[config.mk]
export PLATFORM = sky130hd
export DESIGN_NAME = bin_to_bcd_seq_flat
export DESIGN_NICKNAME = d
export VERILOG_FILES = /design/src/rtl/bin_to_bcd_seq_if.sv /design/src/rtl/bin_to_bcd_seq.sv /design/src/flat_wrapper.sv
export SDC_FILE = /design/constraint.sdc
export NUM_CORES = 1
export LEC_CHECK = 0
export ABC_AREA = 0
export CAP_MARGIN = 20
export CORE_UTILIZATION = 48
export CTS_CLUSTER_DIAMETER = 30
export CTS_CLUSTER_SIZE = 10
export DETAILED_ROUTE_END_ITERATION = 8
export HOLD_SLACK_MARGIN = 0.12
export PLACE_DENSITY_LB_ADDON = 0.08
export SYNTH_ARGS = -nofsm -noshare
export SYNTH_HDL_FRONTEND = slang
export SYNTH_SLANG_ARGS = --single-unit
[constraint.sdc]
create_clock -name clk -period 1.4 [get_ports clk]
set_clock_uncertainty 0.15 [all_clocks]
set_input_delay 0.21 -clock clk [delete_from_list [all_inputs] [get_ports clk]]
set_output_delay 0.21 -clock clk [all_outputs]
set_load 0.03 [all_outputs]
[src/rtl/bin_to_bcd_seq_if.sv]
// Start/done handshake bundle between a requester and the sequential binary-to-BCD converter.
interface bin_to_bcd_seq_if #(
  parameter int WIDTH  = 8,
  parameter int DIGITS = 3
);
  logic                  start;
  logic [WIDTH-1:0]      din;
  logic                  busy;
  logic                  done;
  logic                  neg;
  logic [4*DIGITS-1:0]   bcd;

  modport master (output start, din, input busy, done, neg, bcd);
  modport slave  (input start, din, output busy, done, neg, bcd);
endinterface

[src/rtl/bin_to_bcd_seq.sv]
// Sequential binary-to-BCD converter: shift-and-add-3, one input bit per clock,
// sign/magnitude output for the calculator result path.
module bin_to_bcd_seq #(
  parameter int WIDTH  = 8,
  parameter int DIGITS = 3,
  parameter bit SIGNED = 1'b1
) (
  input  logic             clk,
  input  logic             reset,
  bin_to_bcd_seq_if.slave  bus
);

  localparam int BW = 4 * DIGITS;
  localparam int CW = $clog2(WIDTH + 1);

  typedef enum logic [1:0] {
    S_IDLE,
    S_SHIFT,
    S_DONE
  } state_e;

  state_e           state_q, state_d;
  logic [WIDTH-1:0] mag_q, mag_d;
  logic [BW-1:0]    scr_q, scr_d;
  logic [BW-1:0]    adj;
  logic [CW-1:0]    cnt_q, cnt_d;
  logic             sign_q, sign_d;
  logic             busy_q, busy_d;
  logic             done_q, done_d;
  logic             neg_q, neg_d;
  logic [BW-1:0]    bcd_q, bcd_d;

  // NOTE: every variable gets a default at the top of always_comb so no path leaves it unassigned (no latch).
  always_comb begin
    state_d = state_q;
    mag_d   = mag_q;
    scr_d   = scr_q;
    cnt_d   = cnt_q;
    sign_d  = sign_q;
    busy_d  = busy_q;
    done_d  = 1'b0;
    neg_d   = neg_q;
    bcd_d   = bcd_q;

    // Add-3 correction keeps each nibble a valid decimal digit after the doubling shift.
    adj = scr_q;
    for (int i = 0; i < DIGITS; i++) begin
      if (scr_q[4*i +: 4] >= 4'd5) adj[4*i +: 4] = scr_q[4*i +: 4] + 4'd3;
    end

    unique case (state_q)
      S_IDLE: begin
        if (bus.start) begin
          sign_d  = SIGNED && bus.din[WIDTH-1];
          mag_d   = sign_d ? -bus.din : bus.din;
          scr_d   = '0;
          cnt_d   = '0;
          busy_d  = 1'b1;
          state_d = S_SHIFT;
        end
      end
      S_SHIFT: begin
        {scr_d, mag_d} = {adj, mag_q} << 1;
        cnt_d          = cnt_q + CW'(1);
        if (cnt_q == CW'(WIDTH - 1)) state_d = S_DONE;
      end
      S_DONE: begin
        bcd_d   = scr_q;
        neg_d   = sign_q;
        done_d  = 1'b1;
        busy_d  = 1'b0;
        state_d = S_IDLE;
      end
      default: state_d = S_IDLE;
    endcase
  end

  // NOTE: sequential state uses non-blocking assignments only; blocking here would race other flops.
  always_ff @(posedge clk) begin
    if (reset) begin
      state_q <= S_IDLE;
      mag_q   <= '0;
      scr_q   <= '0;
      cnt_q   <= '0;
      sign_q  <= 1'b0;
      busy_q  <= 1'b0;
      done_q  <= 1'b0;
      neg_q   <= 1'b0;
      bcd_q   <= '0;
    end else begin
      state_q <= state_d;
      mag_q   <= mag_d;
      scr_q   <= scr_d;
      cnt_q   <= cnt_d;
      sign_q  <= sign_d;
      busy_q  <= busy_d;
      done_q  <= done_d;
      neg_q   <= neg_d;
      bcd_q   <= bcd_d;
    end
  end

  assign bus.busy = busy_q;
  assign bus.done = done_q;
  assign bus.neg  = neg_q;
  assign bus.bcd  = bcd_q;

endmodule
[src/flat_wrapper.sv]
// flat-port wrapper written by rule: the top's interface ports become plain ports
module bin_to_bcd_seq_flat 
#(
  parameter int WIDTH  = 8,
  parameter int DIGITS = 3,
  parameter bit SIGNED = 1'b1
)
  (clk, reset, bus_start, bus_din, bus_busy, bus_done, bus_neg, bus_bcd);
  bin_to_bcd_seq_if #(.WIDTH(WIDTH), .DIGITS(DIGITS)) bus_i ();
  input  logic clk;
  input  logic reset;
  input wire logic [$bits(bus_i.start)-1:0] bus_start;
  input wire logic [$bits(bus_i.din)-1:0] bus_din;
  output wire logic [$bits(bus_i.busy)-1:0] bus_busy;
  output wire logic [$bits(bus_i.done)-1:0] bus_done;
  output wire logic [$bits(bus_i.neg)-1:0] bus_neg;
  output wire logic [$bits(bus_i.bcd)-1:0] bus_bcd;
  assign bus_i.start = bus_start;
  assign bus_i.din = bus_din;
  assign bus_busy = bus_i.busy;
  assign bus_done = bus_i.done;
  assign bus_neg = bus_i.neg;
  assign bus_bcd = bus_i.bcd;
  bin_to_bcd_seq #(.WIDTH(WIDTH), .DIGITS(DIGITS), .SIGNED(SIGNED)) u_core (.clk(clk), .reset(reset), .bus(bus_i));
endmodule
==> flow_summary.yaml, run 1 <==
synth:
  avgSynthCellArea_um2: 8.601
  synth_seq_area_share_pct: 44.04
  synth-async-reset-ratio_pct: 0
  syn_inst: 222
  yosys_warnings: 0
  ys_types: 35
  syn_area_um2: 1909
  synth_fp_nets: 241
  ys.flop_type: "dfxtp_1"
  ys_ff_latch: 42
  synth_edf_count: 0
route:
  routedWlPerCell_um: 14.34
  wirelength_um: 4946
  drtPass1Iterations: 4
  drtIter0Drc: 88
  via_count: 1848
  routed_via_density: 5.357
  ant_nets: 0
  drc_errors: 0
worst_setup_path:
  cp.depth: 5
  r2r_end: "u_core.scr_q[4]"
  worstSetupEndpoint: "u_core.scr_q[4]"
  cp.buffers_inverters: 1
  r2r_slack_ns: -0.05
  cp_top_family: "simple AND/OR/NAND/NOR gates"
  cp_slowest_cell: "or3_4"
  r2r_cells: 5
  crit_required_ns: 1.47
  crit_path_start_kind: "flop"
  reg2reg_from: "u_core.scr_q[0]"
  end_kind: "flop"
  criticalPathCategory: "flop to flop"
  cp_cell_sequence: "buf_4 > o21ai_2 > xor2_1 > or3_4 > a21oi_2"
  crit_fanout: 4
  cpPeakStageDelay_ns: 0.39
  worstPathArrival_ns: 1.52
  crit_path_start: "u_core.scr_q[0]"
floorplanning:
  die_h_um: 65.07
  initial_core_util_pct: 51.00
  core_area_um2: 3744
  die_width_um: 65.07
  row_count: 22
  io_pins: 26
  die_area_um2: 4234
placed_design:
  place_congestion: 0.8113
  port_buffers: 25
  place_area_um2: 2534
  hpwl_um: 3046
clocking:
  clkTransAtPathRegs_ns: 0.07
  cts_made_buffers: 5
  h-tree-depth: 2
  ctsLongestPathBuffers: 2
  clock-sinks: 42
  clockRootBuffer: "clkbuf_8"
  clock_latency_ns: 0.29
  cts_tree: "yes"
  ctsHoldBuffers: 0
timing:
  drv_slew: 0
  timing.fmax_ghz: 0.6901
  period_minus_slack_ns: 1.449
  slew_headroom_pct: 77.46
  hold_viol: 0
  tightest_slew_ns: 0.3378
  setup_viol: 11
  setup_ws_ns: -0.04916
  finalCritPeriodShare_pct: 103.5
  rsz0062_at_grt: "true"
pwr:
  irDropWorstVdd_v: 0.0005488
  p_per_area_nw_per_um2: 801.9
  p_leak_nw: 1.172
min_path:
  hold_path.class: "input pin to flop"
run_status:
  violations: "setup timing"
  status: "finished, violations left"
grt:
  grt_pass1_vias: 1762
  grt_usage_pct: 24.51
  antenna_found_initial: 0
  grt_pass1_wl_um: 7852
  grt_max_degree: 17
  grt_overflow: 0
flow_run:
  drv_cap: 0
finish:
  drive_above_1_share_pct: 39.73
  final_common_cell: "buf_4"
  layout_common_cells: "53 x buf_4, 34 x dfxtp_1, 33 x nand2_1, 23 x a21oi_1, 16 x nor2_1"
  num_antenna_cells: 0
  fin_nets: 315
  final_area_um2: 2943
  area_delta_synth_final_pct: 54.13
  fill_cells: 256
  final_util_pct: 78.61
## power by group
group	total, mW	leakage, nW	internal [mW]	switching, mW
Combinational	0.330	0.778	0.172	0.157
Clock	0.799	0.0482	0.398	0.401
Sequential	1.23	0.346	1.21	0.0188
Total	2.36	1.17	1.78	0.577
## per-stage QoR
step	TNS (ns)	hold slack (ns)	power, mW	setup WS (ns)	instances
after floorplan	-0.06648	0.2083	1.403	-0.06397	222
after global placement	-8.697	0.2903	1.552	-0.4948	327
after detailed placement	-9.054	0.3013	1.555	-0.5247	327
after CTS	-0.1019	0.2927	2.355	-0.04897	343
after global routing	-0.9604	0.3164	2.457	-0.1060	345
final	-0.2818	0.2845	2.360	-0.04916	345
## per-layer routing
metal | GRT usage, % | up-vias | routed length [um]
met1 | 27.35 | 880 | 2091
met3 | 6.338 | 10 | 159
met4 | 10.33 | 0 | 79
met2 | 43.62 | 37 | 2616
li1 | - | 921 | -
met5 | 0 | - | 0
## worst min path at each step
stage / depth (start not counted) / startpoint / to
4_1_cts: 4 / bus_start / u_core.mag_q[5]
3_5_place_dp: 2 / u_core.bus.bcd[5] / u_core.bus.bcd[5]
3_3_place_gp: 2 / u_core.bus.bcd[4] / u_core.bus.bcd[4]
5_1_grt: 4 / bus_din[0] / u_core.mag_q[0]
6_report: 4 / bus_din[0] / u_core.mag_q[0]
2_1_floorplan: 2 / bus_din[0] / u_core.mag_q[0]
## cells by family after synthesis
group | Yosys count | share of synthesized area [%]
adder cells (fa/ha/maj) | 8 | 5.243
AO/OA/AOI/OAI | 57 | 19.07
buffers and inverters | 22 | 4.980
flip-flops | 42 | 44.04
multiplexers | 5 | 2.687
XOR/XNOR | 9 | 4.129
AND/OR/NAND/NOR | 79 | 19.86
## worst register-to-register path, delay by kind of cell (launching register included)
kind | cells | cell delay (ns)
compound gates | 2 | 0.24
simple gates | 1 | 0.39
xor+xnor | 1 | 0.09
flops | 1 | 0.37
buf+inv | 1 | 0.14
## synth_stat cells (2+ instances only)
cell	count	area (um2)
a21oi_1	28	140.1
a222oi_1	3	30.03
a22o_1	6	52.55
a22oi_1	6	45.04
buf_2	4	20.02
clkbuf_1	6	22.52
dfxtp_1	42	840.8
ha_1	8	100.1
inv_1	10	37.54
mux2i_1	4	40.04
nand2_1	33	123.9
nand2b_1	6	37.54
nand3_1	3	15.01
nand3b_1	2	15.01
nand4_1	2	12.51
nor2_1	17	63.81
nor2b_1	2	12.51
nor3_1	5	25.02
o21ai_0	7	35.03
o31ai_1	3	22.52
or3_1	4	25.02
xnor2_1	6	52.55
xor2_1	3	26.28
## what timing repair did
| action | 4_1_cts | 5_1_grt |
|---|---|---|
| setup buffers | 8 | 2 |
| gates resized for setup | 54 | 45 |
| setup endpoints to repair | 32 | 32 |
| gates cloned | 0 | 0 |
| pin swaps | 15 | 12 |
## flip-flops by register name, indices dropped and copies added, names as in the netlist
signal,cells
u_core.bus.bcd,12
u_core.scr_q,12
u_core.mag_q,8
u_core.cnt_q,4
u_core.state_q,2
u_core.bus.busy,1
u_core.bus.done,1
u_core.bus.neg,1
u_core.sign_q,1
## layout make-up
| type | count | area, um2 | area share (%) |
|---|---|---|---|
| Tap cell | 48 | 60.06 | 2.041 |
| Multi-Input combinational cell | 158 | 1222 | 41.54 |
| Inverter | 10 | 42.54 | 1.446 |
| Sequential cell | 42 | 863.3 | 29.34 |
| Timing Repair Buffer | 79 | 663.1 | 22.53 |
| Clock buffer | 7 | 86.33 | 2.934 |
| Clock inverter | 1 | 5.005 | 0.1701 |
No activity file was read; power rests on OpenSTA's default activity.
==> run 2, diff against run 1 <==
GPL_TIMING_DRIVEN = 0   (was not set)
==> run 2 against run 1 <==
The run still ends with setup timing left. Non-clock buffer count decreased by 21. Maximum frequency down 4.9%. Sequential cell count did not move. Largest cell class unchanged.
==> flow_summary.yaml, run 2 (synthesis gave the netlist of run 1 again) <==
worst_setup_path:
  cp_top_family: "flip-flops"
  cp.depth: 6
  crit_path_start_kind: "flop"
  cp.buffers_inverters: 1
  cpPeakStageDelay_ns: 0.38
  worstPathArrival_ns: 1.62
  r2r_cells: 6
  crit_fanout: 4
  criticalPathCategory: "flop to flop"
  cp_slowest_cell: "dfxtp_4"
  crit_required_ns: 1.49
  cp_cell_sequence: "inv_4 > ha_4 > nand2b_4 > a21oi_4 > mux2i_1 > a22o_1"
  end_kind: "flop"
clocking:
  cts_made_buffers: 5
  clock_latency_ns: 0.30
  h-tree-depth: 2
  cts_tree: "yes"
  ctsLongestPathBuffers: 2
  clkTransAtPathRegs_ns: 0.08
  clock-sinks: 42
  clockRootBuffer: "clkbuf_8"
run_status:
  status: "finished, violations left"
  violations: "setup timing"
timing:
  timing.fmax_ghz: 0.6563
  drv_slew: 0
  hold_viol: 0
  tightest_slew_ns: 0.5167
  period_minus_slack_ns: 1.524
  rsz0062_at_grt: "true"
  setup_ws_ns: -0.1237
  finalCritPeriodShare_pct: 108.8
  setup_viol: 10
  slew_headroom_pct: 65.56
floorplanning:
  initial_core_util_pct: 51.00
  core_area_um2: 3744
  die_area_um2: 4234
  io_pins: 26
  die_h_um: 65.07
  die_width_um: 65.07
  row_count: 22
route:
  drc_errors: 0
  ant_nets: 0
  via_count: 1811
  drtIter0Drc: 134
  wirelength_um: 5034
  routed_via_density: 5.572
  routedWlPerCell_um: 15.49
  drtPass1Iterations: 4
min_path:
  worst_hold_path.num_cells: 4
  hold_path.class: "input pin to flop"
pwr:
  irDropWorstVdd_v: 0.0009646
  p_leak_nw: 1.085
  p_per_area_nw_per_um2: 956.6
finish:
  drive_above_1_share_pct: 37.55
  final_area_um2: 2880
  area_delta_synth_final_pct: 50.85
  fin_nets: 295
  layout_common_cells: "32 x nand2_1, 32 x dfxtp_1, 22 x a21oi_1, 15 x nor2_1, 14 x buf_6"
  fill_cells: 258
  num_antenna_cells: 0
grt:
  grt_usage_pct: 24.77
  grt_pass1_wl_um: 7790
  grt_max_degree: 14
  grt_overflow: 0
  antenna_found_initial: 0
  grt_pass1_vias: 1600
placed_design:
  place_congestion: 0.7754
  port_buffers: 24
  place_ws_ns: -0.6395
  hpwl_um: 2779
  place_area_um2: 2233
flow_run:
  drv_cap: 0
[run 2: changes by cell type in the layout (fill, tap and decap cells not counted), moves of 3 or more]
cell           previous run  this run
buf_4                    53        12
buf_6                     2        14
clkbuf_2                  2         8
clkbuf_4                  0         5
o21ai_0                   1         5
dlygate4sd2_1             6         3
nor3_1                    2         5
[run 2: what timing repair did]
item,in CTS,in global routing
hold endpoints to repair,0,1
gates resized for setup,84,72
endpoints found under the setup margin,54,52
buffers inserted,17,6
gates cloned,3,0
pin swaps,11,23
hold buffers,0,1
[run 2: where the power goes]
group,internal (mW),switching [mW]
Sequential,1.21,0.0196
Combinational,0.165,0.173
Clock,0.761,0.429
[run 2: metal layers]
layer  wire length (um)  GRT usage [%]
met1               2284          31.97
met2               2393          38.67
met3                256          6.338
met4                 99          10.87
met5                  0              0
[run 2: worst paths after layout]
check,end,slack [ns],start
worst max-delay path,u_core.scr_q[2],-0.12,u_core.scr_q[1]
worst min-delay path,u_core.mag_q[7],0.19,bus_din[0]
worst max register to register,u_core.scr_q[2],-0.12,u_core.scr_q[1]
worst min register to register,u_core.bus.bcd[10],0.31,u_core.bus.bcd[10]
[run 2: final cells by class]
class | count | area (um2) | area share, %
clock buffers | 6 | 82.58 | 2.867
repair buffers | 49 | 435.4 | 15.12
well taps | 48 | 60.06 | 2.085
inverters | 10 | 47.55 | 1.651
plain buffers | 9 | 75.07 | 2.606
clock inverters | 2 | 60.06 | 2.085
multi-input cells | 159 | 1249 | 43.35
flip-flops and latches | 42 | 870.8 | 30.23
[run 2: worst min-delay path, stage by stage]
cell     delay [ns]
buf_2          0.14
nor3_1         0.07
nand4_1        0.10
a21oi_1        0.06
[run 2: per-stage QoR]
| stage | std cells | total power, mW | hold WS (ns) | setup TNS [ns] | util, % |
|---|---|---|---|---|---|
| global placement | 294 | 1.484 | 0.2932 | -21.15 | 59.66 |
| CTS | 321 | 2.747 | 0.1899 | -0.9927 | 72.86 |
| finish | 325 | 2.755 | 0.1883 | -0.4134 | 76.94 |
| floorplan | 222 | 1.403 | 0.2083 | -0.06648 | - |
| detailed placement | 294 | 1.486 | 0.2962 | -21.59 | 59.66 |
| global route | 325 | 2.866 | 0.2145 | -1.032 | 76.94 |
==> run 3, diff against run 2 <==
CELL_PAD_IN_SITES_DETAIL_PLACEMENT = 1   (was not set)
CELL_PAD_IN_SITES_GLOBAL_PLACEMENT = 1   (was not set)
CORE_UTILIZATION = 40   (was 48)
GPL_TIMING_DRIVEN = not set   (was 0)
clock period = 1.55 ns   (was 1.4 ns; I/O delays follow)
==> run 3 against run 2 <==
The flow finishes with violations (DRC). Power is 23% lower. Combinational power down 23%. Clock power down 38%. Cell count increased by 1.5%. Global-route usage decreased by 2.8 points. Wire length increased by 2.7%. Non-clock buffer count is 2 higher. Register-to-register slack improved by 0.17 ns. Highest routed layer unchanged.
==> flow_summary.yaml, run 3 (synthesis gave the netlist of run 1 again) <==
run_status:
  status: "finished, violations left"
  violations: "DRC"
route:
  drtPass1Iterations: 8
  ant_nets: 0
  drc_errors: 1
  via_count: 1798
  wirelength_um: 5169
  routedWlPerCell_um: 15.66
  routed_via_density: 5.448
  drtIter0Drc: 82
pwr:
  seqPwrFrac_pct: 52.9
  p_clk_share_pct: 34.8
  swShare_pct: 24.99
  irDropWorstVdd_v: 0.0005986
  finalPower_mw: 2.115
  p_leak_nw: 1.105
  switchingPower_mw: 0.5285
  p_per_area_nw_per_um2: 806.7
  p_comb_share_pct: 12.2
  p_int_mw: 1.586
placed_design:
  hpwl_um: 3805
  place_area_um2: 2422
  place_congestion: 0.7803
  port_buffers: 25
timing:
  setup_viol: 0
  drv_slew: 0
  timing.fmax_ghz: 0.6612
  finalCritPeriodShare_pct: 97.57
  slew_headroom_pct: 78.71
  finalHoldWorstSlack_ns: 0.2096
  rsz0062_at_grt: "true"
  tightest_slew_ns: 0.3206
  period_minus_slack_ns: 1.512
  hold_viol: 0
grt:
  grt_overflow: 0
  grt_max_degree: 15
  grt_usage_pct: 21.92
  grt_pass1_vias: 1903
  grt_pass1_wl_um: 8728
  antenna_found_initial: 0
worst_setup_path:
  crit_required_ns: 1.58
  cp.buffers_inverters: 1
  crit_path_start_kind: "input pin"
  crit_fanout: 2
  end_kind: "flop"
  cpPeakStageDelay_ns: 0.45
  criticalPathCategory: "input pin to flop"
  worstPathArrival_ns: 1.55
  cp_slowest_cell: "clkdlybuf4s50_1"
  cp_cell_sequence: "clkdlybuf4s50_1 > or3_4 > o31ai_4 > xor2_1 > a21oi_1"
  cp_top_family: "buffers and inverters"
clocking:
  clockRootBuffer: "clkbuf_8"
  cts_tree: "yes"
  clock_latency_ns: 0.30
  clkTransAtPathRegs_ns: 0.07
  ctsHoldBuffers: 0
  cts_made_buffers: 5
  h-tree-depth: 2
  clock-sinks: 42
  ctsLongestPathBuffers: 2
floorplanning:
  initial_core_util_pct: 42.67
  die_area_um2: 5054
  die_width_um: 71.09
  core_area_um2: 4474
  die_h_um: 71.09
  row_count: 24
  io_pins: 26
finish:
  multiInputGateArea_um2: 1067
  fill_cells: 534
  drive_above_1_share_pct: 25.90
  seq_area_um2: 852.1
  fin_nets: 296
  area_delta_synth_final_pct: 37.29
  final_area_um2: 2621
  layout_common_cells: "35 x buf_4, 35 x dfxtp_1, 33 x nand2_1, 24 x a21oi_1, 17 x nor2_1"
  num_antenna_cells: 0
flow_run:
  drv_cap: 0
min_path:
  hold_path.class: "input pin to flop"
run 3: cell count changes in the layout (fill, tap and decap cells not counted), moves of 4 or more:
| cell | change |
|---|---|
| clkbuf_4 | -5 |
| dlygate4sd2_1 | +12 |
| clkdlybuf4s15_1 | -9 |
| ha_2 | +4 |
| inv_1 | +5 |
| buf_4 | +23 |
| dlymetal6s2s_1 | +4 |
| clkbuf_2 | -8 |
| buf_6 | -14 |
| ha_4 | -6 |
| dfxtp_4 | -6 |
run 3: worst paths after layout:
path	start	endpoint	slack [ns]	cells past startpoint
worst max-delay path	bus_din[4]	u_core.mag_q[5]	0.04	5
worst min-delay path	bus_start	u_core.mag_q[5]	0.21	4
worst max register to register	u_core.scr_q[4]	u_core.scr_q[8]	0.05	6
worst min register to register	u_core.bus.bcd[5]	u_core.bus.bcd[5]	0.31	2
run 3: worst register-to-register path: cells and delay by family, from the launching register on:
family | cells | cell delay [ns]
buffers and inverters | 1 | 0.05
adder cells (fa/ha/maj) | 1 | 0.19
AND/OR/NAND/NOR | 2 | 0.48
AO/OA/AOI/OAI | 2 | 0.21
flip-flops | 1 | 0.37
run 3: power groups by stage:
| stage | registers [mW] | logic, mW | clock network, mW |
|---|---|---|---|
| final | 1.12 | 0.259 | 0.736 |
| after global routing | 1.12 | 0.283 | 0.814 |
| after CTS | 1.12 | 0.253 | 0.763 |
| after detailed placement | 1.15 | 0.247 | 0 |
| after global placement | 1.14 | 0.236 | 0 |
| after floorplan | 1.14 | 0.124 | 0 |
run 3: final cells by class:
cell class	instances	share of cell area, %
timing repair buffer	60	19.24
clock inverter	2	0.4773
inverter	10	1.432
clock buffer	6	3.150
tap	52	2.482
multi-input combinational	158	40.72
sequential	42	32.51
run 3: metrics by stage:
step / worst slack, ns / setup TNS (ns) / util (%) / cells
floorplan: 0.01580 / 0 / - / 222
global placement: -0.4761 / -4.278 / 54.14 / 321
detailed placement: -0.5776 / -5.521 / 54.14 / 321
CTS: -0.06935 / -0.08483 / 57.02 / 330
global route: -0.03353 / -0.03353 / 58.59 / 330
finish: 0.03771 / 0 / 58.59 / 330
run 3: what timing repair did:
item	CTS	global route
buffers inserted	1	0
endpoints found under the setup margin	27	17
pin swaps	4	9
gates resized for setup	27	22
run 3: metal layers:
layer	up-vias	GRT usage, %	wire length (um)
li1	882	-	-
met1	877	24.71	2163
met2	32	41.99	2809
met3	7	3.846	144
met4	0	6.222	53
met5	-	0	0
